<file path="src/rtl/uart_pkg.sv">
// Shared UART timing constants and the divisor derivation used for reset defaults.
package uart_pkg;

    localparam longint CLOCK_FREQ     = 64'sd100_000_000;
    localparam longint BAUD_RATE      = 64'sd9600;
    localparam int     OVS_DEFAULT    = 32'sd16;
    localparam int     DIV_W_DEFAULT  = 32'sd16;
    localparam int     FRAC_W_DEFAULT = 32'sd4;

    // Divisor expressed in 1/2^frac_w clock units, truncated toward zero.
    function automatic longint calc_div_scaled(input longint clk_hz, input longint baud,
                                               input longint ovs, input longint frac_w);
        return (clk_hz <<< frac_w) / (baud * ovs);
    endfunction

    function automatic int calc_div_int(input longint clk_hz, input longint baud,
                                        input longint ovs, input longint frac_w);
        return int'(calc_div_scaled(clk_hz, baud, ovs, frac_w) >>> frac_w);
    endfunction

    function automatic int calc_div_frac(input longint clk_hz, input longint baud,
                                         input longint ovs, input longint frac_w);
        return int'(calc_div_scaled(clk_hz, baud, ovs, frac_w) & ((64'sd1 <<< frac_w) - 64'sd1));
    endfunction

    localparam int DEF_INT_DEFAULT  = calc_div_int(CLOCK_FREQ, BAUD_RATE,
                                                   longint'(OVS_DEFAULT), longint'(FRAC_W_DEFAULT));
    localparam int DEF_FRAC_DEFAULT = calc_div_frac(CLOCK_FREQ, BAUD_RATE,
                                                    longint'(OVS_DEFAULT), longint'(FRAC_W_DEFAULT));

endpackage

</file>
<file path="src/rtl/baud_tick_gen_frac_div_core.sv">
// Fractional interval counter: owns cnt, acc and the active divisor, and flags the
// last cycle of each oversample interval.
module frac_div_core
    import uart_pkg::*;
#(
    parameter int DIV_W    = DIV_W_DEFAULT,
    parameter int FRAC_W   = FRAC_W_DEFAULT,
    parameter int DEF_INT  = DEF_INT_DEFAULT,
    parameter int DEF_FRAC = DEF_FRAC_DEFAULT
) (
    input  logic              clk,
    input  logic              reset_n,
    input  logic              clr,
    input  logic              load,
    input  logic [DIV_W-1:0]  ld_int,
    input  logic [FRAC_W-1:0] ld_frac,
    output logic              interval_end
);

    localparam logic [DIV_W:0] CNT_ZERO = {(DIV_W+1){1'b0}};
    localparam logic [DIV_W:0] CNT_ONE  = {{DIV_W{1'b0}}, 1'b1};

    logic [DIV_W:0]    cnt_r;
    logic [DIV_W:0]    last_r;
    logic [FRAC_W-1:0] acc_r;
    logic [DIV_W-1:0]  act_int_r;
    logic [FRAC_W-1:0] act_frac_r;
    logic [FRAC_W:0]   sum_s;
    logic [DIV_W:0]    last_start_s;
    logic              start_s;

    // Interval length is fixed in its first cycle (cnt==0) from the accumulator carry.
    always_comb begin
        sum_s        = {1'b0, acc_r} + {1'b0, act_frac_r};
        start_s      = (cnt_r == CNT_ZERO);
        last_start_s = {1'b0, act_int_r} + {{DIV_W{1'b0}}, sum_s[FRAC_W]} - CNT_ONE;
        interval_end = !start_s && (cnt_r == last_r);
    end

    // Counter, accumulator and active divisor state.
    always_ff @(posedge clk or negedge reset_n) begin
        if (!reset_n) begin
            cnt_r      <= CNT_ZERO;
            last_r     <= CNT_ONE;
            acc_r      <= {FRAC_W{1'b0}};
            act_int_r  <= DIV_W'(DEF_INT);
            act_frac_r <= FRAC_W'(DEF_FRAC);
        end else begin
            if (load) begin
                act_int_r  <= ld_int;
                act_frac_r <= ld_frac;
            end else begin
                act_int_r  <= act_int_r;
                act_frac_r <= act_frac_r;
            end
            if (clr) begin
                cnt_r <= CNT_ZERO;
                acc_r <= {FRAC_W{1'b0}};
            end else if (start_s) begin
                acc_r  <= sum_s[FRAC_W-1:0];
                last_r <= last_start_s;
                cnt_r  <= cnt_r + CNT_ONE;
            end else if (interval_end) begin
                cnt_r <= CNT_ZERO;
            end else begin
                cnt_r <= cnt_r + CNT_ONE;
            end
        end
    end

endmodule

</file>
<file path="src/rtl/baud_tick_gen.sv">
// Programmable oversample/bit tick generator with shadowed divisor updates that
// take effect on interval boundaries.
module baud_tick_gen
    import uart_pkg::*;
#(
    parameter int DIV_W    = DIV_W_DEFAULT,
    parameter int FRAC_W   = FRAC_W_DEFAULT,
    parameter int OVS      = OVS_DEFAULT,
    parameter int DEF_INT  = DEF_INT_DEFAULT,
    parameter int DEF_FRAC = DEF_FRAC_DEFAULT
) (
    input  logic              clk,
    input  logic              reset_n,
    input  logic              en,
    input  logic [DIV_W-1:0]  div_int,
    input  logic [FRAC_W-1:0] div_frac,
    input  logic              div_wr,
    output logic              os_tick,
    output logic              bit_tick,
    output logic              baud_clk,
    output logic              div_pending
);

    localparam int               OVS_W    = (OVS > 1) ? $clog2(OVS) : 1;
    localparam logic [OVS_W-1:0] OVS_LAST = OVS_W'(OVS - 1);
    localparam logic [DIV_W-1:0] MIN_INT  = DIV_W'(2);

    function automatic logic [DIV_W-1:0] clamp_int(input logic [DIV_W-1:0] v);
        if (v < MIN_INT) begin
            return MIN_INT;
        end else begin
            return v;
        end
    endfunction

    logic [DIV_W-1:0]  shadow_int_r;
    logic [FRAC_W-1:0] shadow_frac_r;
    logic [OVS_W-1:0]  ovs_cnt_r;
    logic              end_d_r;
    logic              interval_end_s;
    logic              load_s;
    logic              clr_s;
    logic [DIV_W-1:0]  wr_int_s;

    // A pending divisor is applied at a boundary, or at once while disabled.
    always_comb begin
        wr_int_s = clamp_int(div_int);
        clr_s    = !en;
        load_s   = div_pending && (clr_s || interval_end_s);
    end

    frac_div_core #(
        .DIV_W    (DIV_W),
        .FRAC_W   (FRAC_W),
        .DEF_INT  (DEF_INT),
        .DEF_FRAC (DEF_FRAC)
    ) u_core (
        .clk          (clk),
        .reset_n      (reset_n),
        .clr          (clr_s),
        .load         (load_s),
        .ld_int       (shadow_int_r),
        .ld_frac      (shadow_frac_r),
        .interval_end (interval_end_s)
    );

    // Shadow divisor; a write in a boundary cycle lands after that boundary's load.
    always_ff @(posedge clk or negedge reset_n) begin
        if (!reset_n) begin
            shadow_int_r  <= DIV_W'(DEF_INT);
            shadow_frac_r <= FRAC_W'(DEF_FRAC);
            div_pending   <= 1'b0;
        end else if (div_wr) begin
            shadow_int_r  <= wr_int_s;
            shadow_frac_r <= div_frac;
            div_pending   <= 1'b1;
        end else if (load_s) begin
            div_pending   <= 1'b0;
        end else begin
            div_pending   <= div_pending;
        end
    end

    // Two register stages from the boundary strobe give the first tick at L+1 edges.
    always_ff @(posedge clk or negedge reset_n) begin
        if (!reset_n) begin
            end_d_r   <= 1'b0;
            os_tick   <= 1'b0;
            bit_tick  <= 1'b0;
            baud_clk  <= 1'b0;
            ovs_cnt_r <= {OVS_W{1'b0}};
        end else if (!en) begin
            end_d_r   <= 1'b0;
            os_tick   <= 1'b0;
            bit_tick  <= 1'b0;
            baud_clk  <= 1'b0;
            ovs_cnt_r <= {OVS_W{1'b0}};
        end else begin
            end_d_r  <= interval_end_s;
            os_tick  <= end_d_r;
            bit_tick <= end_d_r && (ovs_cnt_r == OVS_LAST);
            if (end_d_r) begin
                baud_clk  <= ~baud_clk;
                ovs_cnt_r <= (ovs_cnt_r == OVS_LAST) ? {OVS_W{1'b0}} : ovs_cnt_r + OVS_W'(1);
            end else begin
                baud_clk  <= baud_clk;
                ovs_cnt_r <= ovs_cnt_r;
            end
        end
    end

endmodule

</file>
<file path="config.mk">
export PLATFORM = sky130hd
export DESIGN_NAME = baud_tick_gen
export DESIGN_NICKNAME = d
export VERILOG_FILES = /design/src/rtl/uart_pkg.sv /design/src/rtl/baud_tick_gen_frac_div_core.sv /design/src/rtl/baud_tick_gen.sv
export SDC_FILE = /design/constraint.sdc
export NUM_CORES = 1
export LEC_CHECK = 0
export CAP_MARGIN = 10
export CORE_UTILIZATION = 60
export DETAILED_ROUTE_END_ITERATION = 10
export PLACE_DENSITY = 0.88
export SETUP_SLACK_MARGIN = 0.15
export SLEW_MARGIN = 20
export SYNTH_ARGS = -nofsm -noshare
export SYNTH_HDL_FRONTEND = slang
export SYNTH_HIERARCHICAL = 1
export SYNTH_SLANG_ARGS = --single-unit
</file>
<file path="constraint.sdc">
create_clock -name clk -period 6.16 [get_ports clk]
set_input_delay 0.616 -clock clk [delete_from_list [all_inputs] [get_ports clk]]
set_output_delay 0.616 -clock clk [all_outputs]
set_load 0.1 [all_outputs]
</file>
; ---- Word-level counts from Yosys, hierarchy flattened
; Index checks and enable logic that the tools add are counted.
; W data, S select, Z words.
[op_classes]
n_addsub = 5
magnitude_cmp = 1
n_eq_ne = 4
mux = 16
bitwise_logic = 1
reduce_logical = 9
[ops]
columns = op, count
row1 = $mux W17, 3
row2 = $mux W4, 5
row3 = $add A16 B1 Y17, 1
row4 = $add A17 B1 Y17 const B, 1
row5 = $eq A17 B17 Y1, 1
row6 = $logic_not A17 Y1, 1
row7 = $sub A17 B1 Y17 const B, 1
row8 = $lt A16 B2 Y1 const B, 1
row9 = $mux W16, 1
row10 = $mux W1, 7
row11 = $add A4 B4 Y5, 1
row12 = $add A4 B1 Y4 const B, 1
row13 = $eq A4 B4 Y1 const B, 1
row14 = $ne A2 B1 Y1 const B, 2
row15 = $logic_and A1 B1 Y1, 3
row16 = $logic_not A1 Y1, 2
row17 = $reduce_and A2 Y1, 1
row18 = $reduce_bool A2 Y1, 1
row19 = $logic_or A1 B1 Y1, 1
row20 = $not A1 Y1, 1
[word_totals]
reg_bits = 87
input_bits = 24
output_inout_bits = 4

; ---- Logic depth before layout (Yosys ltp)
; Gate-level depths: netlist of the first run.
[logic_depth]
ltp_word = 7
mapped_depth = 12
ltp_nobuf = 12

; ---- By module
; The synthesis of the first run kept the hierarchy.
[modules_own_cells]
columns = module, instances, cells_each, area_per_inst_um2, seq_area_each_um2
row1 = frac_div_core, 1, 288, 2980.4, 1458.9
row2 = baud_tick_gen, 1, 85, 1166.1, 732.0

; ---- Worst setup path before layout of the first run
; Ideal clock, no wire load.
[synth_path]
path_type = register to register
from = register u_core.cnt_r[0]
to = register u_core.act_frac_r[2]
setup_time_ps = 125
arrival_ps = 2526
t_required_ps = 6035
setup_slack_ps = 3509
stages_incl_launch_ff = 12
path_buffers = 2
synth_period_minus_slack_ps = 2651
path_cell_list = dfrtp_1 -> buf_2 -> inv_1 -> ha_1 -> nor4b_1 -> nand4_1 -> nand4_1 -> nor3_1 -> inv_1 -> a21boi_0 -> clkbuf_1 -> mux2_2
[synth_between]
elab_chain_len = 5
word_cells_on_any_way = 6
[synth_lines]
columns = element, line
row1 = "start, declared", baud_tick_gen_frac_div_core.sv:23  ; logic [DIV_W:0] cnt_r;
row2 = "start signal, assigned", baud_tick_gen_frac_div_core.sv:62  ; cnt_r <= cnt_r + CNT_ONE;
row3 = "start signal, assigned", baud_tick_gen_frac_div_core.sv:66  ; cnt_r <= cnt_r + CNT_ONE;
row4 = $logic_not A17 Y1, baud_tick_gen_frac_div_core.sv:35  ; start_s = (cnt_r == CNT_ZERO);
row5 = $logic_not A1 Y1, baud_tick_gen_frac_div_core.sv:37  ; interval_end = !start_s && (cnt_r == last_r);
row6 = $logic_and A1 B1 Y1 *, baud_tick_gen_frac_div_core.sv:37
row7 = via interval_end_s, baud_tick_gen.sv:40  ; logic interval_end_s;
row8 = $logic_or A1 B1 Y1 *, baud_tick_gen.sv:49  ; load_s = div_pending && (clr_s || interval_end_s);
row9 = $logic_and A1 B1 Y1 *, baud_tick_gen.sv:49
row10 = via load_s, baud_tick_gen.sv:41  ; logic load_s;
row11 = "end signal, assigned", baud_tick_gen_frac_div_core.sv:47  ; act_frac_r <= FRAC_W'(DEF_FRAC);
row12 = "end signal, assigned", baud_tick_gen_frac_div_core.sv:51  ; act_frac_r <= ld_frac;
row13 = "end signal, assigned", baud_tick_gen_frac_div_core.sv:54  ; act_frac_r <= act_frac_r;
row14 = "end, declared", baud_tick_gen_frac_div_core.sv:27  ; logic [FRAC_W-1:0] act_frac_r;
; The timed path passes the listed nets; every way through them passes the cells marked *.
; A chain may end at the register's enable or synchronous reset.

; ---- Worst setup path after layout of the first run
[layout_path]
from = register u_core.cnt_r[0]
to = register u_core.act_int_r[8]
[layout_between]
elab_chain_len = 5
word_cells_on_any_way = 6
[layout_lines]
columns = element, line
row1 = $logic_not A17 Y1, baud_tick_gen_frac_div_core.sv:35
row2 = $logic_not A1 Y1, baud_tick_gen_frac_div_core.sv:37
row3 = $logic_and A1 B1 Y1 *, baud_tick_gen_frac_div_core.sv:37
row4 = via interval_end_s, baud_tick_gen.sv:40
row5 = $logic_or A1 B1 Y1 *, baud_tick_gen.sv:49
row6 = $logic_and A1 B1 Y1 *, baud_tick_gen.sv:49
row7 = via load_s, baud_tick_gen.sv:41
row8 = "end signal, assigned", baud_tick_gen_frac_div_core.sv:46  ; act_int_r <= DIV_W'(DEF_INT);
row9 = "end signal, assigned", baud_tick_gen_frac_div_core.sv:50  ; act_int_r <= ld_int;
row10 = "end signal, assigned", baud_tick_gen_frac_div_core.sv:53  ; act_int_r <= act_int_r;
row11 = "end, declared", baud_tick_gen_frac_div_core.sv:26  ; logic [DIV_W-1:0] act_int_r;
; Marks and branches as above.

==> results.json, run 1 <==
{
  "critPathMaxFanout": 23,
  "ys_seq_area_share_pct": 52.84,
  "cts_root_buf": "clkbuf_8",
  "yosysTopAreaCell": "dfrtp_1",
  "antenna_left": 0,
  "slowest_stage": "a21boi_4",
  "fmax_mhz": 354.3,
  "crit_chain": "inv_1 > ha_1 > nor4b_1 > nand4_1 > nand4_1 > nor3_1 > inv_1 > a21boi_4 > mux2_2",
  "drv_slew": 0,
  "setup_viol": 0,
  "overflow": 0,
  "powerDensity_nw_per_um2": 296.3,
  "tightestPinTransition_ns": 0.9964,
  "start_util_pct": 63.84,
  "post-synth-top-count-cell": "dfrtp_1",
  "min_period_ns": 2.822,
  "dieArea_sq_um": 7247,
  "drtPass1Iterations": 4,
  "routed_wl_um": 7298,
  "io_buffers": 27,
  "clock_skew_ns": 0.01426,
  "syn-num-nets": 408,
  "cp_num_buf_inv": 2,
  "synth-seq-cells": 87,
  "cap_violations": 0,
  "worst_path_largest_cell_delay_ns": 0.60,
  "clock-sinks": 87,
  "die_x_um": 85.13,
  "n_antenna_cell": 0,
  "ys.flop_type": "dfrtp_1",
  "synth_area_leaders": "dfrtp_1, mux2_2, dfstp_2, xor2_1, xnor2_1",
  "period_share_pct": 45.82,
  "synth.top_cells.by_count": "dfrtp_1, mux2_2, nor2_1",
  "grt_pass1_wl_um": 12800,
  "cts.clk_slew.worst_paths_ns": 0.10,
  "drc": 0,
  "htreeDepth": 3,
  "vias": 2711,
  "setup-tns-final_ns": 0,
  "holdBufCountCts": 0,
  "critPathLaunchType": "flip-flop",
  "ios": 28,
  "dp_hpwl_um": 5154,
  "synth_top_area_share_pct": 45.87,
  "path_class": "flip-flop to flip-flop",
  "avgViaCountPerCell": 5.660,
  "track_usage_pct": 23.00,
  "fin_nets": 432,
  "hold_viol_final": 0,
  "first_iter_violations": 135,
  "p_total_mw": 1.368,
  "synth-edff-count": 0,
  "cp.arrival_ns": 3.06,
  "cts_resized": 0,
  "end_kind": "flip-flop",
  "insertion_delay_ns": 0.36,
  "leakage_nw": 1.971,
  "row_count": 29,
  "core_sq_um": 6495,
  "hp-class": "input port to asynchronous set/reset pin",
  "maxSlewHeadroom_pct": 33.36,
  "crit_required_ns": 6.40,
  "grt_max_degree": 88,
  "syn_area_sq_um": 4146,
  "fill_cells": 456,
  "cts_inserted_buffers": 9,
  "synth_cell_type_count": 41,
  "clk_path_buf_depth": 2,
  "peakVddDrop_v": 0.0001730,
  "yosysWarnings": 6,
  "post_cts_buffers": 0,
  "cts_tree": "built",
  "cp_top_family": "simple AND/OR/NAND/NOR gates",
  "syn_avg_cell_area_sq_um": 11.12,
  "place_congestion": 0.8615,
  "status": "completed",
  "wl_per_cell_um": 15.24,
  "grt_pass1_vias": 2722,
  "layout-drive-gt1-share_pct": 17.66,
  "areaGrowthSynthToFinish_pct": 11.32,
  "fp.dieH_um": 85.13,
  "antenna_found_initial": 0,
  "async_flop_share_pct": 100.0,
  "syn_inst": 373,
  "rsz0062_at_grt": "false"
}
## layout make-up
type	count	area (sq um)	share of cell area [%]
clock inverter	7	48.80	1.057
timing repair buffer	27	271.5	5.882
tap	77	96.34	2.087
clock buffer	9	123.9	2.684
inverter	13	48.80	1.057
sequential	87	2191	47.47
multi-input combinational	259	1836	39.77
## worst paths after layout
path                                                     from                         endpoint  slack [ns]  depth (start not counted)
worst max-delay path                u_core/cnt_r[0]$_DFF_PN0_  u_core/act_int_r[8]$_DFFE_PN0P_        3.34                          9
max in group asynchronous                             reset_n      shadow_int_r[2]$_DFFE_PN0P_        5.35                          1
worst max register to register      u_core/cnt_r[0]$_DFF_PN0_  u_core/act_int_r[8]$_DFFE_PN0P_        3.34                          9
min in group clk                u_core/last_r[10]$_DFFE_PN0P_    u_core/last_r[10]$_DFFE_PN0P_        0.51                          2
worst min register to register  u_core/last_r[10]$_DFFE_PN0P_    u_core/last_r[10]$_DFFE_PN0P_        0.51                          2
worst min-delay path                                  reset_n         ovs_cnt_r[2]$_DFFE_PN0P_        0.29                          1
## worst register-to-register path: cells and delay by family (launching register included)
| kind | cells | cell delay (ns) |
|---|---|---|
| compound gates | 1 | 0.60 |
| fa+ha+maj | 1 | 0.20 |
| buf+inv | 2 | 0.22 |
| flops | 1 | 0.48 |
| mux | 1 | 0.43 |
| simple gates | 4 | 0.78 |
## per-layer routing
| metal | wire [um] | vias to the layer above | global-route usage, % |
|---|---|---|---|
| li1 | - | 1318 | - |
| met1 | 3312 | 1313 | 30.67 |
| met2 | 3577 | 63 | 36.51 |
| met3 | 240 | 17 | 5.058 |
| met4 | 167 | 0 | 10.17 |
| met5 | 0 | - | 0 |
## logic make-up (layout without fill, tap and decap cells)
family | count (synthesis) | after routing | synth area share [%]
AOI/OAI and AO/OA | 37 | 37 | 5.432
muxes | 36 | 36 | 9.747
buffers and inverters | 27 | 56 | 3.229
xor gates and xnor gates | 50 | 50 | 10.56
DFF | 87 | 87 | 52.84
adders and majority gates | 11 | 11 | 3.500
and+or+nand+nor | 125 | 125 | 14.70
## layout by cell type (no fill, tap or decap), types with 2 or more instances in the layout
| master | count |
|---|---|
| mux2_2 | 35 |
| nor2_1 | 35 |
| inv_1 | 13 |
| nand3_1 | 15 |
| dfrtp_1 | 76 |
| nand2b_1 | 2 |
| dfstp_2 | 11 |
| and3_1 | 2 |
| o21ai_1 | 2 |
| nor3_1 | 7 |
| clkinv_2 | 3 |
| nand2_1 | 32 |
| o21ai_0 | 21 |
| a21o_1 | 2 |
| clkbuf_8 | 9 |
| nand4_1 | 6 |
| clkinv_4 | 2 |
| a21oi_1 | 5 |
| clkdlybuf4s50_1 | 26 |
| nor2b_1 | 2 |
| nor4_1 | 10 |
| nor4_2 | 2 |
| ha_1 | 10 |
| xnor2_1 | 22 |
| or3_1 | 4 |
| xor2_1 | 28 |
## stage by stage
| stage | hold WS [ns] | utilization, % | setup slack [ns] | instance area [sq um] | std cells |
|---|---|---|---|---|---|
| after floorplan | 0.3204 | - | 3.509 | 4146 | 373 |
| after detailed placement | 0.4816 | 68.20 | 3.246 | 4429 | 463 |
| after CTS | 0.4717 | 70.85 | 3.182 | 4602 | 479 |
| final | 0.2851 | 71.07 | 3.338 | 4616 | 479 |
| after global routing | 0.3409 | 71.07 | 3.207 | 4616 | 479 |
| after global placement | 0.4702 | 68.20 | 3.375 | 4429 | 463 |
## report_power, final
group	total, mW	leakage (nW)	switching, mW	internal [mW]
logic	0.270	0.803	0.136	0.134
registers	0.742	1.08	0.0744	0.668
clock network	0.355	0.0894	0.208	0.147
total	1.37	1.97	0.419	0.949
## registers in the layout, summed over array words and instances, names as in the netlist, 4 cells and up
name,count
u_core/last_r,17
u_core/act_int_r,16
u_core/cnt_r,17
u_core/act_frac_r,4
shadow_frac_r,4
ovs_cnt_r,4
shadow_int_r,16
u_core/acc_r,4
Note: power is estimated with default switching activity, not from simulation.
==> run 2, diff against run 1 <==
--- a/config.mk
+++ b/config.mk
@@ -6,9 +6,9 @@
 export NUM_CORES = 1
 export LEC_CHECK = 0
 export CAP_MARGIN = 10
-export CORE_UTILIZATION = 60
+export CORE_UTILIZATION = 59
 export DETAILED_ROUTE_END_ITERATION = 10
-export PLACE_DENSITY = 0.88
+export PLACE_DENSITY = 0.87
 export SETUP_SLACK_MARGIN = 0.15
 export SLEW_MARGIN = 20
 export SYNTH_ARGS = -nofsm -noshare
==> constraint.sdc (replaced) <==
create_clock -name clk -period 2.9 [get_ports clk]
set_input_delay 0.29 -clock clk [delete_from_list [all_inputs] [get_ports clk]]
set_output_delay 0.29 -clock clk [all_outputs]
set_load 0.1 [all_outputs]
==> run 2 against run 1 <==
Against the previous run:
- the flow now finishes with violations (negative hold slack)
- sequential share of layout area is 0.77 points lower
- wire length is 4.3% higher
- critical path depth is 1 higher
- die area is 1.7% higher
- critical path type unchanged
- sequential power is 110% higher
==> results.json, run 2 (synthesis gave the netlist of run 1 again) <==
{
  "clock-sinks": 87,
  "antenna_found_initial": 0,
  "areaGrowthSynthToFinish_pct": 13.16,
  "cp_top_family": "simple AND/OR/NAND/NOR gates",
  "fmax_mhz": 408.0,
  "cts_resized": 0,
  "hold_viol_final": 3,
  "cp_num_buf_inv": 3,
  "fill_cells": 472,
  "overflow": 0,
  "rsz0062_at_grt": "false",
  "htreeDepth": 3,
  "p_int_mw": 2.178,
  "path_class": "flip-flop to flip-flop",
  "p_total_mw": 3.049,
  "clock_skew_ns": 0.008090,
  "core_sq_um": 6794,
  "dp_hpwl_um": 5168,
  "antenna_left": 0,
  "top_regs": "u_core/cnt_r x17, u_core/last_r x17",
  "layout-drive-gt1-share_pct": 18.81,
  "multi_input_area_sq_um": 1826,
  "n_antenna_cell": 0,
  "cap_violations": 0,
  "cp.arrival_ns": 2.68,
  "leakage_nw": 2.009,
  "switching_share_pct": 28.59,
  "track_usage_pct": 23.15,
  "seq_area_sq_um": 2191,
  "start_util_pct": 61.03,
  "tightestPinTransition_ns": 0.9822,
  "critPathMaxFanout": 23,
  "crit_chain": "inv_1 > ha_1 > nor4b_1 > nand4_1 > nand4_1 > nor3_1 > inv_1 > a21boi_2 > buf_4 > mux2_2",
  "rr_worst_depth": 10,
  "final_common_cell": "dfrtp_1",
  "powerDensity_nw_per_um2": 649.9,
  "post_cts_buffers": 0,
  "grt_pass1_wl_um": 12990,
  "hold_slack_ns": -0.0004908,
  "cts_inserted_buffers": 9,
  "avgViaCountPerCell": 5.540,
  "maxSlewHeadroom_pct": 34.31,
  "die_x_um": 85.83,
  "p_comb_share_pct": 19.0,
  "dieArea_sq_um": 7367,
  "period_share_pct": 84.52,
  "fin_nets": 434,
  "insertion_delay_ns": 0.35,
  "routed_wl_um": 7609,
  "power_frac_clock_pct": 29.1,
  "switchingPower_mw": 0.8718,
  "cts.clk_slew.worst_paths_ns": 0.08,
  "drc": 0,
  "violations": "negative hold slack",
  "holdBufCountCts": 0,
  "setup-tns-final_ns": 0,
  "status": "finished, violations left",
  "setup_viol": 0,
  "cts_tree": "built",
  "crit_required_ns": 3.13,
  "cts_root_buf": "clkbuf_8",
  "vias": 2770,
  "layout_common_cells": "dfrtp_1, nor2_1, mux2_2, nand2_1, xor2_1",
  "slowest_stage": "dfrtp_1",
  "fp.dieH_um": 85.83,
  "first_iter_violations": 150,
  "p_seq_share_pct": 51.9,
  "wl_per_cell_um": 15.22,
  "min_period_ns": 2.451,
  "io_buffers": 27,
  "drv_slew": 0,
  "end_kind": "flip-flop",
  "ios": 28,
  "grt_max_degree": 88,
  "peakVddDrop_v": 0.0004027,
  "grt_pass1_vias": 2733,
  "critPathLaunchType": "flip-flop",
  "row_count": 30,
  "hp-class": "input port to asynchronous set/reset pin",
  "clk_path_buf_depth": 2,
  "drtPass1Iterations": 5,
  "worst_path_largest_cell_delay_ns": 0.50,
  "critical_path_cell_count": 10,
  "place_congestion": 0.8609
}
## run 2: through the flow
stage	cell area [sq um]	setup slack, ns	instances	utilization [%]	hold slack (ns)
2_1_floorplan	4146	0.2491	373	-	-0.005591
3_3_place_gp	4471	0.5043	484	65.80	0.4731
3_5_place_dp	4471	0.4506	484	65.80	0.4749
4_1_cts	4688	0.4420	500	69.01	0.1625
5_1_grt	4692	0.2140	500	69.06	0.05061
6_report	4692	0.4490	500	69.06	-0.0004908
## run 2: area by class of cell
cell class	count	share of cell area, %
clock buffer	12	3.520
tap	96	2.560
timing repair buffer	29	6.160
sequential	87	46.69
multi-input combinational	259	38.91
clock inverter	4	1.120
inverter	13	1.040
## run 2: layer usage
layer / track usage [%] / vias to the layer above / part of all wire (%)
met3: 4.042 / 20 / 3.2
met4: 10.30 / 0 / 2.7
met2: 38.33 / 76 / 50
met1: 30.18 / 1342 / 45
li1: - / 1332 / -
met5: 0 / - / 0
## run 2: power by group through the flow
stage / clock network (mW) / logic [mW] / registers [mW]
detailed placement: 0 / 0.571 / 1.60
finish: 0.887 / 0.579 / 1.58
CTS: 0.902 / 0.580 / 1.58
global placement: 0 / 0.548 / 1.59
global route: 0.945 / 0.652 / 1.60
floorplan: 0 / 0.428 / 1.56
## run 2: worst register-to-register path, cell delays in order, from the launching register on
cell and delay, ns:
dfrtp_1 0.50, inv_1 0.08, ha_1 0.19, nor4b_1 0.13, nand4_1 0.13, nand4_1 0.18
nor3_1 0.22, inv_1 0.10, a21boi_2 0.14, buf_4 0.29, mux2_2 0.39
## run 2: final timing paths
| path | startpoint | slack (ns) | endpoint |
|---|---|---|---|
| setup / recovery | u_core/cnt_r[0]$_DFF_PN0_ | 0.45 | u_core/act_int_r[6]$_DFFE_PN0P_ |
| hold / removal | reset_n | -0.0005 | u_core/cnt_r[4]$_DFF_PN0_ |
| setup reg to reg | u_core/cnt_r[0]$_DFF_PN0_ | 0.45 | u_core/act_int_r[6]$_DFFE_PN0P_ |
| hold reg to reg | shadow_frac_r[1]$_DFFE_PN0P_ | 0.49 | u_core/act_frac_r[1]$_DFFE_PN0P_ |
| max in group asynchronous | reset_n | 2.41 | shadow_frac_r[1]$_DFFE_PN0P_ |
| min in group clk | shadow_frac_r[1]$_DFFE_PN0P_ | 0.49 | u_core/act_frac_r[1]$_DFFE_PN0P_ |
